<file path="src/rtl/aes_key_sched_ctrl.sv">
// Sequencing controller for an external AES key-expansion datapath: captures the
// cipher key, steps the key-gen one round at a time and hands out round keys over valid/ready.
module aes_key_sched_ctrl #(
  parameter int NRND = 10
) (
  input  logic         clk,
  input  logic         nrst,
  input  logic         start_i,
  input  logic         abort_i,
  input  logic [127:0] key_i,
  input  logic [127:0] kg_key_i,
  output logic [127:0] kg_key_o,
  output logic         kg_en_o,
  output logic         kg_gen_key_o,
  output logic         kg_next_rnd_o,
  output logic [7:0]   kg_rcon_o,
  output logic         rk_valid_o,
  input  logic         rk_ready_i,
  output logic [127:0] rk_o,
  output logic [3:0]   rk_idx_o,
  output logic         busy_o,
  output logic         done_o
);

  // state | meaning
  // IDLE  | no schedule; waits for start_i
  // PRES  | round key r presented on rk_o, waiting for rk_ready_i
  // CALC  | one-cycle key-gen step producing round key r
  typedef enum logic [1:0] {IDLE, PRES, CALC} state_t;

  localparam logic [3:0] LAST = 4'(NRND);

  state_t       state;
  logic [127:0] key_q;
  logic [3:0]   r;

  function automatic logic [7:0] rcon_f(input logic [3:0] n);
    case (n)
      4'd1:    rcon_f = 8'h01;
      4'd2:    rcon_f = 8'h02;
      4'd3:    rcon_f = 8'h04;
      4'd4:    rcon_f = 8'h08;
      4'd5:    rcon_f = 8'h10;
      4'd6:    rcon_f = 8'h20;
      4'd7:    rcon_f = 8'h40;
      4'd8:    rcon_f = 8'h80;
      4'd9:    rcon_f = 8'h1b;
      4'd10:   rcon_f = 8'h36;
      default: rcon_f = 8'h00;
    endcase
  endfunction

  assign kg_key_o = key_q;
  // Round 0 is the cipher key itself; later rounds come straight from the key-gen register.
  assign rk_o     = rk_valid_o ? ((r == 4'd0) ? key_q : kg_key_i) : '0;
  assign rk_idx_o = rk_valid_o ? r : 4'd0;

  always_ff @(posedge clk) begin
    if (nrst) begin
      state         <= IDLE;
      key_q         <= '0;
      r             <= '0;
      rk_valid_o    <= 1'b0;
      busy_o        <= 1'b0;
      done_o        <= 1'b0;
      kg_en_o       <= 1'b0;
      kg_gen_key_o  <= 1'b0;
      kg_next_rnd_o <= 1'b0;
      kg_rcon_o     <= 8'h00;
    end else begin
      done_o        <= 1'b0;
      kg_en_o       <= 1'b0;
      kg_gen_key_o  <= 1'b0;
      kg_next_rnd_o <= 1'b0;
      kg_rcon_o     <= 8'h00;
      case (state)
        IDLE: begin
          if (start_i) begin
            state      <= PRES;
            key_q      <= key_i;
            r          <= 4'd0;
            rk_valid_o <= 1'b1;
            busy_o     <= 1'b1;
          end
        end
        PRES: begin
          if (abort_i) begin
            state      <= IDLE;
            r          <= 4'd0;
            rk_valid_o <= 1'b0;
            busy_o     <= 1'b0;
          end else if (rk_ready_i) begin
            rk_valid_o <= 1'b0;
            if (r == LAST) begin
              state  <= IDLE;
              r      <= 4'd0;
              busy_o <= 1'b0;
              done_o <= 1'b1;
            end else begin
              // Enable and selects are set up here so the key-gen fires during CALC.
              state         <= CALC;
              r             <= r + 4'd1;
              kg_en_o       <= 1'b1;
              kg_gen_key_o  <= 1'b1;
              kg_next_rnd_o <= (r != 4'd0);
              kg_rcon_o     <= rcon_f(r + 4'd1);
            end
          end
        end
        CALC: begin
          if (abort_i) begin
            state      <= IDLE;
            r          <= 4'd0;
            rk_valid_o <= 1'b0;
            busy_o     <= 1'b0;
          end else begin
            state      <= PRES;
            rk_valid_o <= 1'b1;
          end
        end
        default: begin
          state      <= IDLE;
          rk_valid_o <= 1'b0;
          busy_o     <= 1'b0;
        end
      endcase
    end
  end

endmodule

</file>
<file path="config.mk">
export PLATFORM = sky130hd
export DESIGN_NAME = aes_key_sched_ctrl
export DESIGN_NICKNAME = d
export VERILOG_FILES = /design/src/rtl/aes_key_sched_ctrl.sv
export SDC_FILE = /design/constraint.sdc
export NUM_CORES = 1
export LEC_CHECK = 0
export ABC_AREA = 1
export ABC_CLOCK_PERIOD_IN_PS = 2000
export BUFFER_PORTS_ARGS = -buffer_cell sky130_fd_sc_hd__buf_2
export CAP_MARGIN = 5
export CORE_AREA = 2 2 208 210
export CTS_CLUSTER_DIAMETER = 30
export DETAILED_ROUTE_END_ITERATION = 10
export DIE_AREA = 0 0 210 212
export GPL_TIMING_DRIVEN = 0
export SYNTH_ARGS = -nofsm -noshare
export SYNTH_HDL_FRONTEND = slang
export SYNTH_SLANG_ARGS = --single-unit
</file>
<file path="constraint.sdc">
create_clock -name clk -period 2 [get_ports clk]
set_clock_uncertainty 0.2 [all_clocks]
set_input_delay 0.1 -clock clk [delete_from_list [all_inputs] [get_ports clk]]
set_output_delay 0.1 -clock clk [all_outputs]
set_load 0.1 [all_outputs]
</file>
==> results by stage, run 1 <==
Outcome:
- The run finished, with violations left.
- The checks that failed: negative setup slack.

STA:
- The tightest slew margin relative to the limit is 59.9%.
- Setup slack on the critical path of the routed design comes to -368 ps.
- For the final routed database, the setup TNS stands at -38650 ps.
- The fmax is 0.422 GHz.
- The worst hold slack across all endpoints is 238 ps.
- Setup violations remaining at the end of the flow were counted as 128.
- Setup repair after global routing could not meet its margin everywhere.
- The time the worst path needs with I/O delays and setup is 2370 ps.
- The number of slew-limit violations in the final report is 0.
- The final-report hold violation count came to 0.
- The final worst-path cycle share is 118%.
- For the pin with the worst max-slew slack, the measured transition is 601 ps.

Clock network:
- The clock-pin slew of the registers on the worst-case setup and hold paths is 60 ps.
- No sink is reached through more buffers than the 2 on the longest clock path.
- The clock latency on the worst-skew pair is 430 ps.
- The H-tree was split into 4 levels.
- TritonCTS built the clock tree.
- The number of sinks on the clock net is 147.
- In this run, CTS created clock tree buffers numbering 17.
- The cell at the root of the clock tree is sky130_fd_sc_hd__clkbuf_16.

Final layout:
- The post-route cell area is 17100 sq um.
- The utilization after layout is 40.1%.
- The share of final-layout standard cells stronger than drive strength 1 is 61.2%.
- The final layout contains 2074 nets.
- The area growth from synthesis to layout is 141%.
- The finished layout holds 2367 standard cells, fillers aside.

Min path:
- The worst hold path passes through 4 cells.
- The startpoint of the most critical hold path is key_i[57].
- The min-delay analysis places its worst path in the category in -> reg.
- The endpoint of the worst hold path is kg_key_o[57].

Pwr:
- Dividing total power by cell area gives a power density of 797 nW/um^2.
- The total power is 13.6 mW.
- The worst ir drop on vdd is 0.514 mV.
- In this run the static leakage power is 7.26 nW.

Yosys:
- The number of synthesized register bits is 147.
- The netlist area before placement is 7080 sq um.
- The number of nets handed over by synthesis was 1359.
- Dividing the synthesized area by the synthesized cell count gives 6.48 sq um.
- The share of the Yosys chip area taken by registers is 41.6%.
- The number of different library cells used by synthesis comes to 24.
- The gate count of the mapped netlist is 1092.
- The number of warnings issued by yosys is 0.

Global route:
- For this run the aggregate overflow at the end of global routing stands at 0.
- The global-route total usage across every layer is 18.3%.
- The via count of the first global-routing pass is 10700.
- The number of antenna violations at the first check in global routing is 0.
- The global-route wire length before repair is 61400 um.
- The largest net degree at the start of global routing is 17.

Route:
- Before antenna repair, the detailed router went through 7 iterations.
- The starting DRC count in detailed routing is 797.
- The number of vias per cell is 4.48.
- The routed length per placed instance is 18.7 um.
- For this block, the via count after detailed routing is 10600.
- The number of nets with antenna violations after detailed routing is 0.
- After detailed routing, the number of remaining DRC violations is 0.
- Summed over all layers, the routed wires come to 44300 um.

Floorplan:
- The die extent in x is 210 um.
- Measured along the y axis, the die boundary spans 212 um.
- The I/O pin total is 535.
- The number of placement rows is 76.
- The die area is 44500 sq um.
- The core region is 42500 sq um.
- Once the floorplan was initialized, standard cells occupied 16.6% of the core.

Placement:
- The setup slack at placement is -680 ps.
- The count of buffers added on input and output ports is 534.
- The placed instance count is 2172.
- The global placer's final weighted congestion is 0.850.
- The estimated wirelength of the detail-placed design is 29200 um.
- The placed instances occupy a cell area of 11600 sq um.

Worst setup path:
- For flop-to-flop paths, the worst setup slack is 120 ps.
- For the worst setup path, the data required time is 1700 ps.
- Tracing the worst setup path back leads to its startpoint at r[1].
- The critical path start-end classification is reg -> out.
- The endpoint identified for the worst register-to-register timing path is kg_key_o[73].
- The largest fanout on the critical path is 6.
- The critical path launch point type is a flop.
- In this run the critical register-to-register path is launched from state[1].
- The worst register-to-register path has a depth of 6.
- The data arrival time of the critical path is 2070 ps.
- The kind of end point of the critical path is an output pin.

Flow run:
- The number of max-cap violations is 0.
-- sequential cells by signal, indices dropped and copies added, names as in the netlist --
signal,count
kg_key_o,128
kg_rcon_o,8
r,4
state,2
busy_o,1
done_o,1
kg_gen_key_o,1
kg_next_rnd_o,1
rk_valid_o,1
-- timing repair --
action | in CTS | in global routing
endpoints found under the setup margin | 132 | 140
hold endpoints to repair | 147 | 0
resized for setup | 739 | 116
cloned | 6 | 9
hold buffers | 134 | 0
buffers inserted | 13 | 4
pin swaps | 10 | 22
-- worst max-delay path, cell delays in order, from the launching register on --
cell and delay [ps]:
sky130_fd_sc_hd__dfxtp_4 350, sky130_fd_sc_hd__inv_4 60, sky130_fd_sc_hd__ha_4 150, sky130_fd_sc_hd__nand3_4 90
sky130_fd_sc_hd__buf_12 160, sky130_fd_sc_hd__inv_16 80, sky130_fd_sc_hd__buf_16 160, sky130_fd_sc_hd__buf_12 130
sky130_fd_sc_hd__nor2_1 70, sky130_fd_sc_hd__nor2_4 160, sky130_fd_sc_hd__buf_12 190
-- report_power, final --
group	total [mW]	internal [mW]	switching [mW]
combinational	6.72	1.95	4.77
sequential	3.55	3.25	0.303
clock	3.33	1.96	1.37
total	13.6	7.16	6.44
-- logic make-up (layout without fill, tap and decap cells) --
logic type | count (synthesis) | after routing | synth area share [%]
fa+ha+maj | 6 | 6 | 1.06
buf+inv | 103 | 831 | 7.14
other cells | 0 | 1 | 0
compound gates | 271 | 271 | 19.2
xor+xnor | 2 | 2 | 0.248
flops | 147 | 147 | 41.6
simple gates | 563 | 563 | 30.8
-- synth_stat cells --
master,count,share of area [%]
sky130_fd_sc_hd__a21oi_1,12,0.85
sky130_fd_sc_hd__buf_2,34,2.4
sky130_fd_sc_hd__buf_4,11,1.2
sky130_fd_sc_hd__buf_6,3,0.48
sky130_fd_sc_hd__clkbuf_1,27,1.4
sky130_fd_sc_hd__clkbuf_2,10,0.71
sky130_fd_sc_hd__dfxtp_1,147,42
sky130_fd_sc_hd__ha_1,6,1.1
sky130_fd_sc_hd__inv_1,12,0.64
sky130_fd_sc_hd__inv_2,6,0.32
sky130_fd_sc_hd__nand2_1,16,0.85
sky130_fd_sc_hd__nand2_2,1,0.088
sky130_fd_sc_hd__nand3_1,16,1.1
sky130_fd_sc_hd__nand3_2,1,0.14
sky130_fd_sc_hd__nand3b_1,1,0.11
sky130_fd_sc_hd__nand4_2,1,0.18
sky130_fd_sc_hd__nor2_1,522,28
sky130_fd_sc_hd__nor2_2,3,0.27
sky130_fd_sc_hd__nor2_4,1,0.16
sky130_fd_sc_hd__nor3_2,1,0.14
sky130_fd_sc_hd__o21ai_0,211,15
sky130_fd_sc_hd__o21ai_1,47,3.3
sky130_fd_sc_hd__o21bai_1,1,0.11
sky130_fd_sc_hd__xor2_1,2,0.25
-- per-layer routing --
metal	vias up	GRT usage (%)	wire, um
met5	-	0	0
met4	0	9.56	1770
met3	91	4.14	2610
met2	553	32.6	22700
met1	4986	20.3	17200
li1	4973	-	-
-- final cells by class --
type | count | area (sq um)
inverter | 18 | 91.3
clock inverter | 13 | 158
antenna | 1 | 2.50
clock buffer | 19 | 433
timing repair buffer | 697 | 6490
multi-input combinational | 842 | 5300
buffer | 84 | 788
fill | 3940 | 25400
sequential | 147 | 3120
tap | 546 | 683
-- worst max-delay path by stage --
stage          endpoint  slack (ps)  cells past startpoint
2_1_floorplan  rk_o[80]         -20                      2
3_3_place_gp   rk_o[75]        -660                      5
3_5_place_dp   rk_o[75]        -680                      5
4_1_cts        rk_o[90]        -440                     11
5_1_grt        rk_o[26]        -470                      4
6_report       rk_o[40]        -370                     10
-- layout by cell type, fill, tap and decap left out, types with 11 or more instances in the layout --
cell                            count
sky130_fd_sc_hd__buf_2            413
sky130_fd_sc_hd__clkbuf_16         26
sky130_fd_sc_hd__dfxtp_2          129
sky130_fd_sc_hd__o21ai_2           73
sky130_fd_sc_hd__dlygate4sd3_1    134
sky130_fd_sc_hd__o21ai_0          119
sky130_fd_sc_hd__nand2_1           16
sky130_fd_sc_hd__buf_4             18
sky130_fd_sc_hd__a21oi_1           12
sky130_fd_sc_hd__clkbuf_1          16
sky130_fd_sc_hd__dfxtp_1           15
sky130_fd_sc_hd__nor2_2            77
sky130_fd_sc_hd__nor2_1           305
sky130_fd_sc_hd__o21ai_4           11
sky130_fd_sc_hd__o21ai_1           55
sky130_fd_sc_hd__clkbuf_2          14
sky130_fd_sc_hd__nand3_1           16
sky130_fd_sc_hd__nor2_4           144
sky130_fd_sc_hd__buf_12           148
Power figures use the tool's default switching activity.
==> inputs of run 2 (changes only) <==
--- a/config.mk
+++ b/config.mk
@@ -6,7 +6,7 @@
 export NUM_CORES = 1
 export LEC_CHECK = 0
 export ABC_AREA = 1
-export ABC_CLOCK_PERIOD_IN_PS = 2000
+export ABC_CLOCK_PERIOD_IN_PS = 2500
 export BUFFER_PORTS_ARGS = -buffer_cell sky130_fd_sc_hd__buf_2
 export CAP_MARGIN = 5
 export CORE_AREA = 2 2 208 210
==> constraint.sdc (replaced) <==
create_clock -name clk -period 2.5 [get_ports clk]
set_clock_uncertainty 0.2 [all_clocks]
set_input_delay 0.125 -clock clk [delete_from_list [all_inputs] [get_ports clk]]
set_output_delay 0.125 -clock clk [all_outputs]
set_load 0.1 [all_outputs]
==> run 2 against run 1 <==
Against the previous run: first-iteration DRC count down 32%; sequential power down 22%; sequential share of layout area up 1.2 points; register-to-register slack better by 530 ps; highest routed layer unchanged; wire length down 5.3%; the run now ends clean; non-clock buffer count down 15; power down 23%; die area unchanged; critical endpoint is now rk_o[73].
==> results by stage, run 2 (same netlist as run 1, synthesis figures left out) <==
Worst setup path:
- The required time of the critical path is 2170 ps (was 1700 ps).
- Sequence of cells on the critical path: inv_4 -> ha_4 -> nand3_4 -> clkbuf_16 -> buf_6 -> o21ai_1 -> nor2_4 -> buf_12 (was inv_4 -> ha_4 -> nand3_4 -> buf_12 -> inv_16 -> buf_16 -> buf_12 -> nor2_1 -> nor2_4 -> buf_12).
- The critical path start-end classification is reg -> out (unchanged).
- The delay contributed by the slowest stage of the critical path came to 380 ps (was 350 ps).
- The largest fanout on the critical path was 10 (was 6).
- The worst flop-to-flop path endpoint is rk_valid_o (was kg_key_o[73]).
- The data arrival time of the critical path was 2100 ps (was 2070 ps).
- The number of cells on the worst reg-to-reg path is 7 (was 6).
- The minimum setup slack among reg-to-reg paths came to 650 ps (was 120 ps).
- The critical path launch point type is a flop (unchanged).
- The cell at the slowest stage of the critical path is sky130_fd_sc_hd__dfxtp_4 (unchanged).
- The startpoint of the worst-slack reg-to-reg timing path is state[0] (was state[1]).
- The kind of end point of the critical path is an output pin (unchanged).

Placement:
- The quantity of I/O buffers inserted on ports is 534 (unchanged).
- The global placer's final weighted congestion came to 0.894 (was 0.850).
- The estimated wirelength of the detail-placed design is 29900 um (was 29200 um).

Route:
- The DRC violations left is 0 (unchanged).
- The starting DRC count in detailed routing was 541 (was 797).
- The number of vias per cell is 4.41 (was 4.48).
- The wire length reported by the detailed router is 42000 um (was 44300 um).
- The number of nets with antenna violations after detailed routing is 0 (unchanged).
- The first-pass iteration count of the detailed router came to 5 (was 7).
- The number of vias after detailed routing was 10400 (was 10600).
- The routed length per placed instance is 17.9 um (was 18.7 um).

Min path:
- The startpoint of the most critical hold path is key_i[57] (unchanged).
- The endpoint of the worst hold path is kg_key_o[57] (unchanged).
- The number of instances on the worst hold path is 4 (unchanged).
- The class of the worst hold path was in -> reg (unchanged).

Pwr:
- The total power is 10.4 mW (was 13.6 mW).
- The power density over the cells is 687 nW/um^2 (was 797 nW/um^2).
- The worst ir drop on vdd is 0.434 mV (was 0.514 mV).
- The leakage power came to 6.96 nW (was 7.26 nW).

Flow run:
- The number of max-cap violations is 0 (unchanged).

Clock network:
- The cell at the root of the clock tree is sky130_fd_sc_hd__clkbuf_16 (unchanged).
- The number of buffers between clock root and the deepest sink was 2 (unchanged).
- The clock-pin slew of the registers on the worst-case setup and hold paths is 60 ps (about the same).
- The clock tree from TritonCTS is built (unchanged).
- The number of sinks on the clock net is 147 (unchanged).
- The count of H-tree levels built during CTS is 4 (unchanged).
- The clock latency on the worst-skew pair is 440 ps (was 430 ps).
- The number of buffers created by CTS was 17 (unchanged).

Global route:
- The number of antenna violations at the first check in global routing came to 0 (unchanged).
- The overall overflow remaining after global route is 0 (unchanged).
- The largest net degree at the start of global routing is 17 (unchanged).
- The via count of the first global-routing pass is 9993 (was 10700).
- The global-route total usage across every layer was 17.3% (was 18.3%).
- The global-route wire length before repair is 57600 um (was 61400 um).

Floorplan:
- The initial core utilization is 16.6% (unchanged).
- The die extent in x is 210 um (unchanged).
- The core region area was 42500 sq um (unchanged).
- The die area is 44500 sq um (unchanged).
- The I/O pin total came to 535 (unchanged).
- The die extent in y was 212 um (unchanged).
- The number of placement rows is 76 (unchanged).

STA:
- The final number of setup-violating endpoints came to 0 (was 128).
- The tightest slew margin relative to the limit is 58.8% (was 59.9%).
- The final-report hold violation count is 0 (unchanged).
- The fmax is 0.413 GHz.
- RSZ-0062 raised after global routing: true (unchanged).
- The smallest clock period supported by the final layout is computed as 2420 ps.
- The number of slew-limit violations in the final report is 0 (unchanged).
- The slew at the pin closest to its max-slew limit is 617 ps (was 601 ps).
- Of the available clock period, the critical path in the final layout requires 96.8%.

Final layout:
- The layout net count is 2059 (was 2074).
- Most frequent cells in the layout: sky130_fd_sc_hd__buf_2 (423), sky130_fd_sc_hd__nor2_1 (354), sky130_fd_sc_hd__o21ai_0 (156), sky130_fd_sc_hd__dfxtp_1 (143), sky130_fd_sc_hd__dlygate4sd3_1 (134) (was sky130_fd_sc_hd__buf_2 (413), sky130_fd_sc_hd__nor2_1 (305), sky130_fd_sc_hd__buf_12 (148), sky130_fd_sc_hd__nor2_4 (144), sky130_fd_sc_hd__dlygate4sd3_1 (134)).
- The sequential cell area was 2960 sq um (was 3120 sq um).
- The share of final-layout standard cells stronger than drive strength 1 is 47.3% (was 61.2%).
- The total area of multi-input combinational cells was 4560 sq um (was 5300 sq um).
- The number of flip-flops in the largest register came to 128 (unchanged).
- The number of inserted filler cells in the final layout is 4257 (was 3940).
- The most common cell after layout, fill and taps aside is sky130_fd_sc_hd__buf_2 (unchanged).
- The utilization after layout is 35.7% (was 40.1%).
- The synthesis-to-layout area growth is 114% (was 141%).

Outcome:
- Outcome: complete, no violations (was finished with violations).
run 2: layout make-up:
type	instances	share of cell area, %
flip-flops and latches	147	19.5
diodes	1	0.0165
clock buffers	20	3.08
plain buffers	84	4.42
inverters	18	0.578
repair buffers	682	36.8
well taps	546	4.51
multi-input cells	842	30.1
clock inverters	12	1.02
run 2: through the flow:
| stage | area [sq um] | worst slack (ps) | setup TNS [ps] | instances | hold slack [ps] |
|---|---|---|---|---|---|
| after floorplan | 7750 | 112 | 0 | 1092 | -13.3 |
| after global placement | 11100 | -536 | -15480 | 2172 | 162 |
| after detailed placement | 11100 | -573 | -17420 | 2172 | 174 |
| after CTS | 14400 | -63.2 | -252 | 2340 | 222 |
| after global routing | 15200 | -42.6 | -461 | 2351 | 263 |
| final | 15200 | 79.0 | 0 | 2352 | 265 |
run 2: timing repair:
| item | in CTS | in global routing |
|---|---|---|
| pin swaps | 7 | 23 |
| resized for setup | 425 | 173 |
| endpoints found under the setup margin | 128 | 123 |
| cloned | 1 | 6 |
| buffers inserted | 1 | 6 |
| hold endpoints to repair | 147 | 0 |
| hold buffers | 134 | 0 |
run 2: per-layer routing:
metal | wire [um] | vias up | global-route usage, % | share of wire (%)
li1 | - | 4924 | - | -
met1 | 16200 | 4804 | 18.8 | 39
met2 | 21100 | 554 | 30.8 | 50
met4 | 1900 | 0 | 8.88 | 4.5
met3 | 2780 | 97 | 4.59 | 6.6
met5 | 0 | - | 0 | 0
run 2: worst max-delay path, delay by kind of cell, from the launching register on:
family / cells / cell delay [ps]
buffers and inverters: 4 / 640
DFF: 1 / 380
AOI/OAI and AO/OA: 1 / 110
and+or+nand+nor: 2 / 350
adders and majority gates: 1 / 160
run 2: how the worst max path moves through the flow:
| stage | startpoint | endpoint | slack (ps) | cells past startpoint |
|---|---|---|---|---|
| 2_1_floorplan | r[0] | rk_o[121] | 110 | 7 |
| 3_3_place_gp | rk_valid_o | rk_o[77] | -540 | 5 |
| 3_5_place_dp | rk_valid_o | rk_o[77] | -570 | 5 |
| 4_1_cts | r[0] | rk_o[43] | -60 | 9 |
| 5_1_grt | r[1] | rk_o[77] | -40 | 9 |
| 6_report | r[1] | rk_o[73] | 80 | 8 |
run 2: power by group:
group          internal [mW]  leakage [nW]  switching (mW)
sequential              2.55          1.22           0.216
clock                   1.65         0.298            1.10
combinational           1.24          5.45            3.65
total                   5.44          6.96            4.97
==> inputs of run 3 (changes only) <==
--- a/config.mk
+++ b/config.mk
@@ -9,11 +9,15 @@
 export ABC_CLOCK_PERIOD_IN_PS = 2500
 export BUFFER_PORTS_ARGS = -buffer_cell sky130_fd_sc_hd__buf_2
 export CAP_MARGIN = 5
-export CORE_AREA = 2 2 208 210
+export CELL_PAD_IN_SITES_DETAIL_PLACEMENT = 1
+export CELL_PAD_IN_SITES_GLOBAL_PLACEMENT = 1
+export CORE_AREA = 2 2 206 208
 export CTS_CLUSTER_DIAMETER = 30
 export DETAILED_ROUTE_END_ITERATION = 10
-export DIE_AREA = 0 0 210 212
+export DIE_AREA = 0 0 208 210
 export GPL_TIMING_DRIVEN = 0
+export PLACE_DENSITY_LB_ADDON = 0.1
+export REMOVE_ABC_BUFFERS = 1
 export SYNTH_ARGS = -nofsm -noshare
 export SYNTH_HDL_FRONTEND = slang
 export SYNTH_SLANG_ARGS = --single-unit
==> run 3 against run 2 <==
Against the previous run: design area decreased by 9.0%; sequential cell count unchanged; die area is 1.9% lower; clock-buffer cell count increased by 2; utilization fell by 2.4 points; cell count fell by 2.6%; clock power is 5% lower; non-clock buffer count is 60 lower; sequential share of layout area increased by 1.9 points; critical path type unchanged; critical endpoint is now rk_o[95].
==> results by stage, run 3 (same netlist as run 1, synthesis figures left out) <==
Worst setup path:
- The kind of end point of the critical path is an output pin (unchanged).
- The critical path start-end classification is reg -> out (unchanged).
- The delay contributed by the slowest stage of the critical path is 350 ps (was 380 ps).
- The data arrival time of the critical path came to 2100 ps (about the same).
- The largest fanout on the critical path is 7 (was 10).
- Sequence of cells on the critical path: inv_4 -> ha_4 -> nand3_4 -> buf_12 -> buf_16 -> clkinv_16 -> buf_8 -> buf_16 -> nor2_2 -> nor2_2 -> buf_6 (was inv_4 -> ha_4 -> nand3_4 -> clkbuf_16 -> buf_6 -> o21ai_1 -> nor2_4 -> buf_12).
- The critical path launch point type is a flop (unchanged).
- The required time of the critical path came to 2170 ps (about the same).
- The cell at the slowest stage of the critical path is sky130_fd_sc_hd__dfxtp_4 (unchanged).

Floorplan:
- The die extent in x came to 208 um (was 210 um).
- The I/O pin total is 535 (unchanged).
- The core region area came to 41500 sq um (was 42500 sq um).
- The number of placement rows came to 75 (was 76).
- The die area is 43700 sq um (was 44500 sq um).
- The initial core utilization was 17.1% (was 16.6%).
- The die extent in y is 210 um (was 212 um).

Min path:
- The class of the worst hold path is in -> reg (unchanged).

STA:
- The fmax was 0.412 GHz (was 0.413 GHz).
- The time the worst path needs with I/O delays and setup is 2430 ps (was 2420 ps).
- The final-report hold violation count is 0 (unchanged).
- The final number of setup-violating endpoints is 0 (unchanged).
- The tightest slew margin relative to the limit is 43.9% (was 58.8%).
- The final setup TNS is 0 ps (unchanged).
- The slew at the pin closest to its max-slew limit is 842 ps (was 617 ps).
- The number of slew-limit violations in the final report came to 0 (unchanged).
- The final worst-path cycle share is 97.1% (was 96.8%).
- RSZ-0062 raised after global routing: true (unchanged).

Route:
- The number of nets with antenna violations after detailed routing is 0 (unchanged).
- The routed length per placed instance is 20.0 um (was 17.9 um).
- The number of vias after detailed routing was 9758 (was 10400).
- The DRC violations left came to 0 (unchanged).
- The starting DRC count in detailed routing is 394 (was 541).
- The first-pass iteration count of the detailed router is 4 (was 5).
- The number of vias per cell was 4.26 (was 4.41).
- The wire length reported by the detailed router is 45900 um (was 42000 um).

Global route:
- The global-route total usage across every layer was 20.1% (was 17.3%).
- The number of antenna violations at the first check in global routing was 1 (was 0).
- The global-route wire length before repair is 66000 um (was 57600 um).
- The via count of the first global-routing pass was 9945 (was 9993).
- The largest net degree at the start of global routing is 85 (was 17).
- The overall overflow remaining after global route is 0 (unchanged).

Final layout:
- The layout net count is 2007 (was 2059).
- The post-route cell area was 13800 sq um (was 15200 sq um).
- The most common cell after layout, fill and taps aside is sky130_fd_sc_hd__nor2_1 (was sky130_fd_sc_hd__buf_2).
- Most frequent cells in the layout: sky130_fd_sc_hd__nor2_1 (485), sky130_fd_sc_hd__buf_2 (406), sky130_fd_sc_hd__o21ai_0 (205), sky130_fd_sc_hd__dfxtp_1 (142), sky130_fd_sc_hd__dlygate4sd3_1 (132) (was sky130_fd_sc_hd__buf_2 (423), sky130_fd_sc_hd__nor2_1 (354), sky130_fd_sc_hd__o21ai_0 (156), sky130_fd_sc_hd__dfxtp_1 (143), sky130_fd_sc_hd__dlygate4sd3_1 (134)).
- The share of final-layout standard cells stronger than drive strength 1 came to 38.4% (was 47.3%).
- The number of antenna repair diodes is 0 (was 1).
- The synthesis-to-layout area growth was 95.0% (was 114%).
- The number of flip-flops in the largest register is 128 (unchanged).

Clock network:
- The number of sinks on the clock net came to 147 (unchanged).
- The clock latency on the worst-skew pair is 430 ps (was 440 ps).
- The cell at the root of the clock tree is sky130_fd_sc_hd__clkbuf_16 (unchanged).
- The number of buffers between clock root and the deepest sink is 2 (unchanged).
- The number of buffers created by CTS was 17 (unchanged).
- The count of H-tree levels built during CTS came to 4 (unchanged).
- The clock-pin slew of the registers on the worst-case setup and hold paths came to 60 ps (about the same).
- The clock tree from TritonCTS is built (unchanged).

Pwr:
- The worst ir drop on vdd came to 0.467 mV (was 0.434 mV).
- The power density over the cells is 723 nW/um^2 (was 687 nW/um^2).
- The leakage power came to 6.71 nW (was 6.96 nW).

Placement:
- The standard cell area after detailed placement is 10200 sq um (was 11100 sq um).
- The quantity of I/O buffers inserted on ports came to 534 (unchanged).
- The estimated wirelength of the detail-placed design is 27800 um (was 29900 um).
- The global placer's final weighted congestion is 0.759 (was 0.894).

Outcome:
- Outcome: complete, no violations (unchanged).

Flow run:
- The number of max-cap violations is 0 (unchanged).
==> run 3: cell types whose count changed in the layout (fill, tap and decap cells not counted), sizes merged, moves of 2 or more <==
cell / previous run / this run
dlygate4sd3: 134 / 132
nand3: 17 / 19
buf: 588 / 572
clkbuf: 64 / 23
clkinv: 6 / 10
==> run 3: final cells by class <==
| type | instances | area (sq um) |
|---|---|---|
| fill | 5113 | 27700 |
| clock inverter | 9 | 104 |
| tap | 539 | 674 |
| clock buffer | 22 | 484 |
| timing repair buffer | 706 | 5500 |
| multi-input combinational | 845 | 3850 |
| sequential | 147 | 2960 |
| timing repair inverter | 5 | 113 |
| inverter | 18 | 119 |
==> run 3: path summary, 6_finish.rpt <==
| kind | start | to | slack [ps] | cells past startpoint |
|---|---|---|---|---|
| min | start_i | state[0] | 110 | 5 |
| max | r[0] | rk_o[95] | 70 | 11 |
| min reg2reg | kg_key_o[70] | kg_key_o[70] | 300 | 2 |
| max reg2reg | state[1] | kg_key_o[32] | 230 | 6 |
==> run 3: metrics by stage <==
| stage | utilization, % | std cells | hold WS, ps | power (mW) | setup WS (ps) |
|---|---|---|---|---|---|
| 3_5_place_dp | 24.5 | 2086 | 170 | 6.77 | -1240 |
| 4_1_cts | 33.0 | 2293 | 77.0 | 10.1 | -48.2 |
| 2_1_floorplan | - | 1007 | -5.93 | 5.84 | -2520 |
| 3_3_place_gp | 24.1 | 2080 | 160 | 6.76 | -4900 |
| 5_1_grt | 33.3 | 2291 | 123 | 10.4 | -32.7 |
| 6_report | 33.3 | 2291 | 110 | 9.98 | 73.5 |
==> run 3: routing by layer <==
metal  up-vias  part of all wire (%)  GRT usage [%]
met3        17                   4.3           3.89
met4         0                  0.80           3.52
met1      4656                    43           24.9
li1       4807                     -              -
met2       278                    52           36.4
met5         -                     0              0
==> run 3: critical path: cells and delay by family (launching register included) <==
| kind | cells | cell delay (ps) |
|---|---|---|
| buffers and inverters | 7 | 920 |
| flip-flops | 1 | 350 |
| AND/OR/NAND/NOR | 3 | 240 |
| adder cells (fa/ha/maj) | 1 | 140 |
==> run 3: timing repair <==
item	in CTS	in global routing
hold buffers	132	0
pin swaps	33	31
gates cloned	19	2
buffers inserted	25	3
hold endpoints to repair	138	0
gates resized for setup	294	71
setup endpoints to repair	207	122
==> run 3: report_power, final <==
part           total (mW)  switching (mW)  leakage (nW)  internal [mW]
clock                2.62            1.05         0.288           1.57
sequential           2.76           0.206          1.22           2.55
combinational        4.60            3.54          5.20           1.06
total                9.98            4.80          6.71           5.18
